**src/rtl/mbist_march_if.sv**
```systemverilog
// Bundle between the March C- controller and its SRAM / comparator / host.
// master = controller, slave = environment (memory, comparator, host).
interface mbist_march_if #(
    parameter int ADDR_WD = 9,
    parameter int DATA_WD = 32
);
    logic               bist_en;
    logic               bist_run;
    logic [DATA_WD-1:0] pat_data;
    logic               mem_cs;
    logic               mem_we;
    logic [ADDR_WD-1:0] mem_addr;
    logic [DATA_WD-1:0] mem_wdata;
    logic               cmp_compare;
    logic               cmp_read_invert;
    logic [DATA_WD-1:0] cmp_data;
    logic [ADDR_WD-1:0] cmp_addr;
    logic               cmp_error;
    logic               cmp_error_fix;
    logic               bist_busy;
    logic               bist_done;
    logic               bist_pass;
    logic [2:0]         fail_step;
    logic [3:0]         fix_cnt;

    modport master (
        input  bist_en, bist_run, pat_data, cmp_error, cmp_error_fix,
        output mem_cs, mem_we, mem_addr, mem_wdata,
        output cmp_compare, cmp_read_invert, cmp_data, cmp_addr,
        output bist_busy, bist_done, bist_pass, fail_step, fix_cnt
    );

    modport slave (
        output bist_en, bist_run, pat_data, cmp_error, cmp_error_fix,
        input  mem_cs, mem_we, mem_addr, mem_wdata,
        input  cmp_compare, cmp_read_invert, cmp_data, cmp_addr,
        input  bist_busy, bist_done, bist_pass, fail_step, fix_cnt
    );
endinterface

```
**src/rtl/mbist_march_ctrl.sv**
```systemverilog
// March C- sequencer for one SRAM: issues one op per cycle, forwards each read to
// the comparator a cycle later and stops on an unrepairable compare error.
module mbist_march_ctrl #(
    parameter int BIST_ADDR_WD = 9,
    parameter int BIST_DATA_WD = 32
) (
    input  logic          clk,
    input  logic          rst_n,
    mbist_march_if.master bus
);
    typedef enum logic [1:0] {ST_IDLE, ST_RUN, ST_DRAIN, ST_DONE} state_t;

    localparam logic [BIST_ADDR_WD-1:0] ADDR_MAX = '1;

    state_t                  state_q, state_d;
    logic [2:0]              step_q;
    logic [BIST_ADDR_WD-1:0] addr_q;
    logic                    op_q;
    logic                    drain_q;
    logic                    cmp_vld_q;
    logic                    cmp_inv_q;
    logic [BIST_ADDR_WD-1:0] cmp_addr_q;
    logic [2:0]              step_p1_q, step_p2_q;
    logic                    done_q, pass_q;
    logic [2:0]              fail_step_q;
    logic [3:0]              fix_cnt_q;

    logic busy, start, is_read, rd_inv, wr_inv, op_last, addr_last, run_last;

    // Element table: S0 {w0}, S1 {r0,w1}, S2 {r1,w0}, S3 {r0,w1}, S4 {r1,w0}, S5 {r0}.
    assign busy      = (state_q == ST_RUN) || (state_q == ST_DRAIN);
    assign start     = ((state_q == ST_IDLE) || (state_q == ST_DONE)) && bus.bist_en && bus.bist_run;
    assign is_read   = (step_q != 3'd0) && !op_q;
    assign rd_inv    = (step_q == 3'd2) || (step_q == 3'd4);
    assign wr_inv    = (step_q == 3'd1) || (step_q == 3'd3);
    assign op_last   = ((step_q == 3'd0) || (step_q == 3'd5)) ? 1'b1 : op_q;
    assign addr_last = addr_q == ((step_q >= 3'd3) ? '0 : ADDR_MAX);
    assign run_last  = (step_q == 3'd5) && op_last && addr_last;

    always_comb begin
        // NOTE: default first so every path assigns state_d and no latch is inferred.
        state_d = state_q;
        unique case (state_q)
            ST_IDLE, ST_DONE: if (start) state_d = ST_RUN;
            ST_RUN: begin
                if (bus.cmp_error)  state_d = ST_DONE;
                else if (run_last)  state_d = ST_DRAIN;
            end
            ST_DRAIN: if (bus.cmp_error || drain_q) state_d = ST_DONE;
            default:  state_d = ST_IDLE;
        endcase
        if (!bus.bist_en) state_d = ST_IDLE;
    end

    always_ff @(posedge clk or negedge rst_n) begin
        // NOTE: non-blocking assignments so every register samples pre-edge values.
        if (!rst_n) state_q <= ST_IDLE;
        else        state_q <= state_d;
    end

    always_ff @(posedge clk or negedge rst_n) begin
        if (!rst_n) begin
            step_q      <= '0;
            addr_q      <= '0;
            op_q        <= 1'b0;
            drain_q     <= 1'b0;
            cmp_vld_q   <= 1'b0;
            cmp_inv_q   <= 1'b0;
            cmp_addr_q  <= '0;
            step_p1_q   <= '0;
            step_p2_q   <= '0;
            done_q      <= 1'b0;
            pass_q      <= 1'b0;
            fail_step_q <= '0;
            fix_cnt_q   <= '0;
        end else begin
            // step_p2_q lines up with cmp_error, two cycles after the read it judges.
            step_p1_q <= step_q;
            step_p2_q <= step_p1_q;
            cmp_vld_q <= (state_q == ST_RUN) && is_read;
            if ((state_q == ST_RUN) && is_read) begin
                cmp_inv_q  <= rd_inv;
                cmp_addr_q <= addr_q;
            end
            drain_q <= (state_q == ST_DRAIN);
            done_q  <= (state_d == ST_DONE);

            if (start) begin
                step_q      <= '0;
                addr_q      <= '0;
                op_q        <= 1'b0;
                pass_q      <= 1'b0;
                fail_step_q <= '0;
                fix_cnt_q   <= '0;
            end else if ((state_q == ST_RUN) && (state_d == ST_RUN)) begin
                if (!op_last) begin
                    op_q <= 1'b1;
                end else begin
                    op_q <= 1'b0;
                    if (addr_last) begin
                        step_q <= step_q + 3'd1;
                        addr_q <= ((step_q + 3'd1) >= 3'd3) ? ADDR_MAX : '0;
                    end else begin
                        addr_q <= (step_q >= 3'd3) ? addr_q - 1'b1 : addr_q + 1'b1;
                    end
                end
            end

            if (busy && (state_d == ST_DONE)) begin
                pass_q <= !bus.cmp_error;
                if (bus.cmp_error) fail_step_q <= step_p2_q;
            end
            if (busy && bus.cmp_error_fix && (fix_cnt_q != 4'hf))
                fix_cnt_q <= fix_cnt_q + 4'd1;
        end
    end

    assign bus.mem_cs          = (state_q == ST_RUN);
    assign bus.mem_we          = bus.mem_cs && !is_read;
    assign bus.mem_addr        = addr_q;
    assign bus.mem_wdata       = bus.mem_we ? (wr_inv ? ~bus.pat_data : bus.pat_data) : '0;
    assign bus.cmp_compare     = cmp_vld_q && busy;
    assign bus.cmp_read_invert = cmp_inv_q && bus.cmp_compare;
    assign bus.cmp_data        = busy ? bus.pat_data : '0;
    assign bus.cmp_addr        = cmp_addr_q;
    assign bus.bist_busy       = busy;
    assign bus.bist_done       = done_q;
    assign bus.bist_pass       = pass_q;
    assign bus.fail_step       = fail_step_q;
    assign bus.fix_cnt         = fix_cnt_q;
endmodule
```
**src/flat_wrapper.sv**
```systemverilog
// flat-port wrapper written by rule: the top's interface ports become plain ports
module mbist_march_ctrl_flat 
#(
    parameter int BIST_ADDR_WD = 9,
    parameter int BIST_DATA_WD = 32
)
  (clk, rst_n, bus_bist_en, bus_bist_run, bus_pat_data, bus_cmp_error, bus_cmp_error_fix, bus_mem_cs, bus_mem_we, bus_mem_addr, bus_mem_wdata, bus_cmp_compare, bus_cmp_read_invert, bus_cmp_data, bus_cmp_addr, bus_bist_busy, bus_bist_done, bus_bist_pass, bus_fail_step, bus_fix_cnt);
  mbist_march_if bus_i ();
  input  logic clk;
  input  logic rst_n;
  input wire logic [$bits(bus_i.bist_en)-1:0] bus_bist_en;
  input wire logic [$bits(bus_i.bist_run)-1:0] bus_bist_run;
  input wire logic [$bits(bus_i.pat_data)-1:0] bus_pat_data;
  input wire logic [$bits(bus_i.cmp_error)-1:0] bus_cmp_error;
  input wire logic [$bits(bus_i.cmp_error_fix)-1:0] bus_cmp_error_fix;
  output wire logic [$bits(bus_i.mem_cs)-1:0] bus_mem_cs;
  output wire logic [$bits(bus_i.mem_we)-1:0] bus_mem_we;
  output wire logic [$bits(bus_i.mem_addr)-1:0] bus_mem_addr;
  output wire logic [$bits(bus_i.mem_wdata)-1:0] bus_mem_wdata;
  output wire logic [$bits(bus_i.cmp_compare)-1:0] bus_cmp_compare;
  output wire logic [$bits(bus_i.cmp_read_invert)-1:0] bus_cmp_read_invert;
  output wire logic [$bits(bus_i.cmp_data)-1:0] bus_cmp_data;
  output wire logic [$bits(bus_i.cmp_addr)-1:0] bus_cmp_addr;
  output wire logic [$bits(bus_i.bist_busy)-1:0] bus_bist_busy;
  output wire logic [$bits(bus_i.bist_done)-1:0] bus_bist_done;
  output wire logic [$bits(bus_i.bist_pass)-1:0] bus_bist_pass;
  output wire logic [$bits(bus_i.fail_step)-1:0] bus_fail_step;
  output wire logic [$bits(bus_i.fix_cnt)-1:0] bus_fix_cnt;
  assign bus_i.bist_en = bus_bist_en;
  assign bus_i.bist_run = bus_bist_run;
  assign bus_i.pat_data = bus_pat_data;
  assign bus_i.cmp_error = bus_cmp_error;
  assign bus_i.cmp_error_fix = bus_cmp_error_fix;
  assign bus_mem_cs = bus_i.mem_cs;
  assign bus_mem_we = bus_i.mem_we;
  assign bus_mem_addr = bus_i.mem_addr;
  assign bus_mem_wdata = bus_i.mem_wdata;
  assign bus_cmp_compare = bus_i.cmp_compare;
  assign bus_cmp_read_invert = bus_i.cmp_read_invert;
  assign bus_cmp_data = bus_i.cmp_data;
  assign bus_cmp_addr = bus_i.cmp_addr;
  assign bus_bist_busy = bus_i.bist_busy;
  assign bus_bist_done = bus_i.bist_done;
  assign bus_bist_pass = bus_i.bist_pass;
  assign bus_fail_step = bus_i.fail_step;
  assign bus_fix_cnt = bus_i.fix_cnt;
  mbist_march_ctrl #(.BIST_ADDR_WD(BIST_ADDR_WD), .BIST_DATA_WD(BIST_DATA_WD)) u_core (.clk(clk), .rst_n(rst_n), .bus(bus_i));
endmodule
```
**config.mk**
```make
export PLATFORM = sky130hd
export DESIGN_NAME = mbist_march_ctrl_flat
export DESIGN_NICKNAME = d
export VERILOG_FILES = /design/src/rtl/mbist_march_if.sv /design/src/rtl/mbist_march_ctrl.sv /design/src/flat_wrapper.sv
export SDC_FILE = /design/constraint.sdc
export NUM_CORES = 1
export LEC_CHECK = 0
export CORE_AREA = 10 10 99 101
export CTS_BUF_LIST = sky130_fd_sc_hd__clkbuf_4
export DETAILED_ROUTE_END_ITERATION = 7
export DIE_AREA = 0 0 109 111
export GPL_TIMING_DRIVEN = 0
export PLACE_DENSITY_LB_ADDON = 0.12
export SLEW_MARGIN = 20
export SYNTH_ARGS = -nofsm -noshare
export SYNTH_HDL_FRONTEND = slang
export SYNTH_SLANG_ARGS = --single-unit
```
**constraint.sdc**
```tcl
create_clock -name clk -period 6.4 [get_ports clk]
set_input_delay 1.92 -clock clk [delete_from_list [all_inputs] [get_ports clk]]
set_output_delay 1.92 -clock clk [all_outputs]
set_load 0.01 [all_outputs]
```
==> flow_summary.json <==
{
  "drt_iter0_drc": 140,
  "p_switching_w": 0.000573,
  "relSlewSlack_pct": 66.3,
  "die_h_um": 111,
  "cts_sinks": 42,
  "met1_usage_pct": 18.0,
  "finalSetupViolCount": 0,
  "top_usage_layer": "met2",
  "fillCellCount": 735,
  "yosys-top-cells-count": "44 x nor2_1, 42 x dfrtp_1, 33 x nor2b_1, 33 x xor2_1, 25 x nand2_1",
  "synth_flop_cell": "dfrtp_1",
  "cts_root_buf": "clkbuf_4",
  "grt_pass1_wl_um": 15600,
  "hold_path.class": "reg -> reg",
  "syn_inst": 348,
  "dieArea_um2": 12100,
  "vias": 2894,
  "clock_path_buffers": 2,
  "cellLeakagePower_nw": 1.90,
  "antenna_found_initial": 0,
  "syn_area_per_cell_um2": 8.71,
  "crit_family": "buffers and inverters",
  "combPwrFrac_pct": 62.5,
  "postCtsSetupBuffers": 0,
  "p_total_w": 0.00137,
  "cp_max_fo": 2,
  "cpMostUsedCell": "clkdlybuf4s50_1",
  "cts_hold_buf": 0,
  "die_x_um": 109,
  "synth_nets": 403,
  "syn_to_final_growth_pct": 51.6,
  "maxCapViolCount": 0,
  "port_buffers": 133,
  "clock_latency_ns": 0.36,
  "fp-row-count": 33,
  "grt_overflow": 0,
  "ir_drop_mv": 0.125,
  "ios": 134,
  "avgRoutedWirePerCell_um": 16.6,
  "seq_area_um2": 1050,
  "cp_data_required_time_ns": 4.48,
  "finalHoldViolCount": 0,
  "synthArstFlopShare_pct": 100,
  "clk_transition_reported_paths_ns": 0.14,
  "ys_types": 51,
  "cp-start-kind": "input port",
  "numCtsBuffers": 5,
  "track_usage_pct": 15.9,
  "multi_input_area_um2": 1850,
  "ys_seq_elements": 42,
  "grt_use_met2_pct": 29.2,
  "tritoncts": "yes",
  "seq_power_share_pct": 24.3,
  "yosysSeqAreaShare_pct": 34.7,
  "ys_top_cells_by_area": "dfrtp_1 35%, xor2_1 9.5%, nor2b_1 6.8%, ha_1 6.6%, nor2_1 5.4%",
  "routed_wl_um": 9870,
  "internal_power_w": 0.000798,
  "num_antenna_cells": 0,
  "crit_path_cell_trace": "clkdlybuf4s50_1 > xor2_1 > nor2_1 > clkdlybuf4s50_1",
  "cts_htree_levels": 2,
  "power.share.clock_pct": 13.1,
  "status": "completed",
  "slew_violations": 0,
  "yosys.area.top_type": "dfrtp_1",
  "yosysTopAreaCellShare_pct": 34.7,
  "dp.final_hpwl_um": 8290,
  "cp_slowest_stage_delay_ns": 0.60,
  "period_share_pct": 80.4,
  "max_freq_mhz": 194,
  "power_density_nw_per_um2": 298,
  "grt_start_max_net_pins": 26,
  "grt_pass1_vias": 2909,
  "gp_congestion": 0.864,
  "p_sw_share_pct": 41.8,
  "rsz0062_at_grt": "no",
  "core_um2": 7970,
  "cp_data_arrival_time_ns": 3.22,
  "start_util_pct": 38.0,
  "met3_usage_pct": 3.66,
  "syn-cell-area_um2": 3030,
  "worstSetupEndpointType": "output pin",
  "first_pass_iters": 4,
  "clock_skew_ns": 0.0126,
  "yosys_warnings": 0,
  "drive_gt1_share_pct": 6.73,
  "finalNetCount": 544,
  "fin_setup_tns_ns": 0,
  "drc": 0,
  "cp_slowest_cell": "clkdlybuf4s50_1",
  "via_per_inst": 4.86,
  "tightest_slew_ns": 0.506,
  "final_antenna_net_count": 0,
  "crit_buf_inv": 2,
  "critPathKind": "in -> out",
  "finalWorstPathRequiredPeriod_ns": 5.14,
  "ctsResizeCount": 0,
  "synth.most_common_cell": "nor2_1",
  "synth_edf_count": 0,
  "ff2ff_setup_slack_ns": 2.67
}
## through the flow
stage                     utilization, %  area [µm²]  setup WS, ns  hold slack [ns]  std cells
after global placement              56.4        4490          1.26            0.335        586
after global routing                57.7        4600          1.18            0.376        595
after CTS                           57.7        4600          1.25            0.367        595
after detailed placement            56.6        4510          1.25            0.335        587
after floorplan                        -        3030          2.24            0.331        348
final                               57.7        4600          1.26            0.366        595
## path summary, 6_finish.rpt
| check | start | to | cells past startpoint |
|---|---|---|---|
| worst max-delay path | bus_pat_data[31] | bus_mem_wdata[31] | 4 |
| worst min-delay path | u_core.step_p1_q[1]$_DFF_PN0_ | u_core.step_p2_q[1]$_DFF_PN0_ | 0 |
| worst max register to register | u_core.step_q[0]$_DFFE_PN0P_ | u_core.bus.mem_addr[5]$_DFFE_PN0P_ | 12 |
| worst min register to register | u_core.step_p1_q[1]$_DFF_PN0_ | u_core.step_p2_q[1]$_DFF_PN0_ | 0 |
| max in group asynchronous | rst_n | u_core.bus.mem_addr[8]$_DFFE_PN0P_ | 2 |
| min in group asynchronous | rst_n | u_core.step_p2_q[0]$_DFF_PN0_ | 1 |
## power by group through the flow
stage	sequential (W)	clock (W)	combinational (W)
detailed placement	0.000338	0	0.000869
global placement	0.000339	0	0.000862
CTS	0.000334	0.000186	0.000871
global route	0.000339	0.000197	0.000934
finish	0.000334	0.000180	0.000857
floorplan	0.000340	0	0.000411
## cell type report
type                       count  share of cell area, %
inverter                      18                   1.47
clock buffer                   5                  0.817
sequential                    42                   22.9
buffer                        15                   1.36
tap                          105                   2.86
clock inverter                 3                   1.06
timing repair buffer         134                   29.3
multi-input combinational    273                   40.3
## worst reg2reg max path, stage by stage (launching register included)
cell and delay, ns:
dfrtp_1 0.49, ha_1 0.25, ha_1 0.23, a211oi_4 0.38, inv_1 0.24, ha_1 0.44, nand4_1 0.14, nor2_1 0.42
a31oi_4 0.17, o21ai_2 0.29, buf_2 0.27, nor2_1 0.10, a211oi_1 0.23
## state kept, by name (all words and copies together) (netlist names), 2 cells and up
| name | cells |
|---|---|
| u_core.bus.cmp_addr | 9 |
| u_core.bus.mem_addr | 9 |
| u_core.bus.fix_cnt | 4 |
| u_core.bus.fail_step | 3 |
| u_core.step_p1_q | 3 |
| u_core.step_p2_q | 3 |
| u_core.step_q | 3 |
| u_core.state_q | 2 |
## layout by cell type (no fill, tap or decap), types with 2 or more instances in the layout
master	n
dfrtp_1	42
xnor2_1	4
clkbuf_1	10
nand2b_1	3
and2_1	3
a211oi_1	4
o21bai_1	2
ha_1	16
or3_1	5
clkdlybuf4s50_1	132
mux2i_1	6
xor2_1	33
a21oi_1	20
nor2b_1	33
buf_2	6
a211o_1	2
a21o_1	2
inv_1	17
clkbuf_4	5
mux2_2	7
o21ai_0	19
nand3_1	6
and3_1	2
nand2_1	25
o31ai_1	3
nor3_1	9
nor2_1	44
## logic make-up (layout without fill, tap and decap cells)
kind of cell / Yosys count / count (layout) / synth area share, %
flops: 42 / 42 / 34.7
mux: 14 / 14 / 5.04
compound gates: 68 / 68 / 15.2
buf+inv: 33 / 175 / 4.29
xor+xnor: 37 / 37 / 10.7
fa+ha+maj: 17 / 17 / 7.26
simple gates: 137 / 137 / 22.8
## routing by layer
| metal | routed length [µm] | up-vias | part of all wire (%) |
|---|---|---|---|
| met2 | 5020 | 89 | 51 |
| met1 | 4050 | 1336 | 41 |
| met4 | 91 | 0 | 0.92 |
| met5 | 0 | - | 0 |
| met3 | 707 | 8 | 7.2 |
| li1 | - | 1461 | - |
No activity file was read; power rests on OpenSTA's default activity.
